$ cat src/rtl/seqgen_tx.sv
`default_nettype none
// +------------------------------------------------------------------------+
// | seqgen_tx : serial frame transmitter (101010 preamble, MSB-first data) |
// | Rev 1.0                                                                |
// +------------------------------------------------------------------------+
module seqgen_tx #(
  parameter int DATA_W = 8,
  parameter int GAP    = 2
) (
  input  logic              clk,
  input  logic              rst,
  input  logic              start,
  input  logic [DATA_W-1:0] din,
  output logic              prtx,
  output logic              ready,
  output logic              busy,
  output logic              done
);

  localparam int c_max_a = (DATA_W > 6) ? DATA_W : 6;
  localparam int c_max_b = (GAP > c_max_a) ? GAP : c_max_a;
  localparam int CW      = $clog2(c_max_b + 1);

  localparam logic [CW-1:0] c_pre_last  = CW'(5);
  localparam logic [CW-1:0] c_data_last = CW'(DATA_W - 1);
  localparam logic [CW-1:0] c_gap_last  = CW'((GAP > 0) ? GAP - 1 : 0);

  localparam logic [1:0] c_st_idle = 2'd0;
  localparam logic [1:0] c_st_pre  = 2'd1;
  localparam logic [1:0] c_st_data = 2'd2;
  localparam logic [1:0] c_st_gap  = 2'd3;

  logic [1:0]        r_state, w_state_nxt;
  logic [CW-1:0]     r_cnt, w_cnt_nxt;
  logic [DATA_W-1:0] r_shift, w_shift_nxt, w_shl;
  logic              r_prtx, w_prtx_nxt;
  logic              r_done, w_done_nxt;

  assign w_shl = r_shift << 1;

  always_ff @(posedge clk or negedge rst) begin
    if (!rst) begin
      r_state <= c_st_idle;
      r_cnt   <= '0;
      r_shift <= '0;
      r_prtx  <= 1'b0;
      r_done  <= 1'b0;
    end else begin
      r_state <= w_state_nxt;
      r_cnt   <= w_cnt_nxt;
      r_shift <= w_shift_nxt;
      r_prtx  <= w_prtx_nxt;
      r_done  <= w_done_nxt;
    end
  end

  always_comb begin
    w_state_nxt = r_state;
    w_cnt_nxt   = r_cnt;
    w_shift_nxt = r_shift;
    case (r_state)
      c_st_idle: begin
        if (start) begin
          w_state_nxt = c_st_pre;
          w_cnt_nxt   = '0;
          w_shift_nxt = din;
        end
      end
      c_st_pre: begin
        if (r_cnt == c_pre_last) begin
          w_state_nxt = c_st_data;
          w_cnt_nxt   = '0;
        end else begin
          w_cnt_nxt = r_cnt + 1'b1;
        end
      end
      c_st_data: begin
        w_shift_nxt = w_shl;
        if (r_cnt == c_data_last) begin
          w_cnt_nxt   = '0;
          w_state_nxt = (GAP == 0) ? c_st_idle : c_st_gap;
        end else begin
          w_cnt_nxt = r_cnt + 1'b1;
        end
      end
      c_st_gap: begin
        if (r_cnt == c_gap_last) begin
          w_state_nxt = c_st_idle;
          w_cnt_nxt   = '0;
        end else begin
          w_cnt_nxt = r_cnt + 1'b1;
        end
      end
      default: begin
        w_state_nxt = c_st_idle;
        w_cnt_nxt   = '0;
      end
    endcase
  end

  // prtx is precomputed one cycle ahead so the line itself comes straight from a flop.
  // Preamble bit n is ~n[0], so the bit following count n is n[0].
  always_comb begin
    w_prtx_nxt = 1'b0;
    w_done_nxt = 1'b0;
    case (r_state)
      c_st_idle: w_prtx_nxt = start;
      c_st_pre:  w_prtx_nxt = (r_cnt == c_pre_last) ? r_shift[DATA_W-1] : r_cnt[0];
      c_st_data: begin
        if (r_cnt == c_data_last) w_done_nxt = 1'b1;
        else                      w_prtx_nxt = w_shl[DATA_W-1];
      end
      default: w_prtx_nxt = 1'b0;
    endcase
  end

  assign prtx  = r_prtx;
  assign done  = r_done;
  assign ready = (r_state == c_st_idle);
  assign busy  = ~ready;

endmodule
`default_nettype wire

$ cat config.mk
export PLATFORM = sky130hd
export DESIGN_NAME = seqgen_tx
export DESIGN_NICKNAME = d
export VERILOG_FILES = /design/src/rtl/seqgen_tx.sv
export SDC_FILE = /design/constraint.sdc
export NUM_CORES = 1
export LEC_CHECK = 0
export BUFFER_PORTS_ARGS = -buffer_cell sky130_fd_sc_hd__buf_2
export CORE_MARGIN = 5
export CORE_UTILIZATION = 55
export DETAILED_ROUTE_END_ITERATION = 6
export GPL_TIMING_DRIVEN = 0
export PLACE_DENSITY_LB_ADDON = 0.15
export SLEW_MARGIN = 5
export SYNTH_ARGS = -nofsm -noshare
export SYNTH_HDL_FRONTEND = slang
export SYNTH_SLANG_ARGS = --single-unit
$ cat constraint.sdc
create_clock -name clk -period 3.3 [get_ports clk]
set_input_delay 0.66 -clock clk [delete_from_list [all_inputs] [get_ports clk]]
set_output_delay 0.66 -clock clk [all_outputs]
set_load 0.05 [all_outputs]
==> metrics <==
status finished, final reports clean; Starting DRT DRC Count 37; CP Data Required Time ~2.6 ns; Startpoint Class flip-flop; Synth Net Count 110; post-layout min period around 2.3 ns; Synth Warn # 0; final setup fails 0; EDFF count, synth 0; area share of the largest cell type after synthesis roughly 43%; Top FF cell, synth dfrtp_1; Yosys cell types 30; # H-tree levels 1; Clock Skews ~0.0028 ns; Total Die Area around 2600 sq um; drt wl/cell around 15 microns; HPWL Detailed about 1400 microns; RSZ-0062 raised after global routing no; simple-gate area share of the yosys netlist approximately 17%; clock tree buffer depth 2; ys async rst share between 90% and 100%; register area approximately 400 sq um; busiest grt layer met2; Mean Syn Cell Area a little over 10 sq um; vias in the first global route 730; Tightest Pin Transition approximately 0.36 ns; global route total overflow 0; Crit Path Class flip-flop to primary output; Pint approximately 560 uW; met2 Track Usage GR between 20% and 30%; multi-input logic area 476.7 sq um; TritonCTS clock tree done; Final ANT Viol Nets 0; Area Growth Syn to Fin 13.63%; core area between 1500 and 2000 sq um; initial antenna violation count 0; power per cell area slightly below 1000 nW/um^2; Die Ht about 51 microns; sw power 462.2 uW; maximum clock rate approximately 440 MHz; Worst slew margin approximately three quarters; Synth Area in Compound Gates roughly 23%; Clock Pin Slew Worst Setup and Hold Paths about 0.1 ns; width of the die approximately 51 microns; Max Fanout on Critical Path 10; worst setup margin approximately 1.0 ns; Worst EP arrival roughly 1.6 ns; hold buffers post-CTS 0; Clock Power Share between 10% and 20%; ranking of synthesized cells by area dfrtp_1 (43%), ha_1 (9.4%), o22ai_1 (7.4%); mux cell area share after synthesis 2.429%; clk_lat worst skew roughly 0.30 ns; Comb pwr share 54.6%; final setup TNS 0 ns; Final #Nets 129; Yosys reg bits 16; maximum vdd drop 0.0006648 V; Synth Area in XOR/XNOR 0%; Vias about 780; CP Capture Type primary output; pin count of the biggest net entering global routing 17; met1 usage between 20% and 30%; GR Layer Usage met3 3.779%; Min Hold Slack approximately 0.26 ns; biggest area consumer among synthesized cells dfrtp_1; switching fraction of total power between 40% and 50%; adder-cell share of the synthesized area approximately a tenth; CTS resizes 0; worst slack at placement 1.377 ns; Post-CTS Setup Bufs 0; gpl congestion between 0.7 and 0.8; main combinational cell family by area after synthesis compound AO/OA/AOI/OAI gates; first-pass GRT wire length 3456 microns; PortBufs 14; Seq/Total Area, Yosys 43.18%; max-cap viol count 0; commonest non-fill, non-tap cell in the layout dfrtp_1; Tot GR Track Use between 10% and 20%; Flop pwr share approximately 32%; Post-Syn Area 927.1 sq um; share of layout cells above drive strength 1 between 20% and 30%; initial core utilization 59.47%; Rows 14; Tcrit/Tclk final about two thirds; drt via density a little over 6; ANT cells 0; TritonCTS Sinks 16; DRC 0; 1st-pass router iterations 4; worst hold path type primary input to asynchronous set/reset pin; LEAKAGE between 0.0004 and 0.0005 uW; Util after Layout between 60% and 70%; final wirelength 1921 microns; io pins 15; FILL cells 121; Slew Limit Fails 0; Hold Vio Cnt, Final 0; CTS root buf clkbuf_4; CTS buffer count 3; most frequent cells in the layout dfrtp_1 (16), buf_2 (15), o22ai_1 (11), a21oi_1 (8), ha_1 (7); Post-Syn Instances slightly above 90
-- layer usage --
layer  vias up  share of wire [%]
li1        376                  -
met1       365                 47
met2        29                 46
met3         5                5.5
met4         0                1.6
met5         -                  0
-- cell usage after synthesis (2+ instances only) --
cell / instances
a21o_1: 2
nand3_1: 2
o21ai_0: 3
inv_1: 6
o22ai_1: 11
nand3b_1: 4
mux2_2: 2
ha_1: 7
buf_6: 2
a21oi_1: 8
nor2_1: 4
nand2_1: 6
a22o_1: 2
dfrtp_1: 16
nor3_1: 2
-- cell type report --
class / count / share of cell area [%]
multi-input combinational: 67 / 45.25
inverter: 6 / 2.138
tap: 16 / 1.900
clock buffer: 4 / 3.444
buffer: 3 / 2.613
timing repair buffer: 14 / 6.651
sequential: 16 / 38.00
-- power groups by stage --
stage                     sequential, uW  clock [uW]  combinational (uW)
after floorplan                      335           0                 433
after global placement               328           0                 541
after detailed placement             332           0                 556
after CTS                            329         136                 560
after global routing                 340         148                 626
final                                330         135                 560
-- worst paths after layout --
check	start	endpoint	slack (ns)	cells after the start
max	r_state[0]	busy	1.04	5
min	rst	r_shift[7]	0.26	1
max reg2reg	r_cnt[0]	r_state[1]	1.49	5
min reg2reg	r_shift[5]	r_shift[5]	0.54	2
max in group asynchronous	rst	r_shift[1]	2.78	1
min in group clk	r_shift[5]	r_shift[5]	0.54	2
-- registers in the layout (all words and copies together) (netlist names) --
| signal | cells |
|---|---|
| r_shift | 8 |
| r_cnt | 4 |
| r_state | 2 |
| done | 1 |
| prtx | 1 |
-- critical path: stages, from the launching register on --
cell	delay [ns]
dfrtp_1	0.42
inv_1	0.13
ha_1	0.24
buf_2	0.23
inv_1	0.07
buf_2	0.21
-- metrics by stage --
stage	total power, uW	instance area (sq um)	std cells
floorplan	768.5	927.1	92
global placement	868.6	1017	122
detailed placement	888.1	1017	122
CTS	1025	1054	126
global route	1114	1054	126
finish	1025	1054	126
-- kinds of logic after synthesis --
logic type,Yosys count
AOI/OAI and AO/OA,32
adders and majority gates,7
buffers and inverters,9
DFF,16
muxes,2
and+or+nand+nor,26
Note: power is estimated with default switching activity, not from simulation.
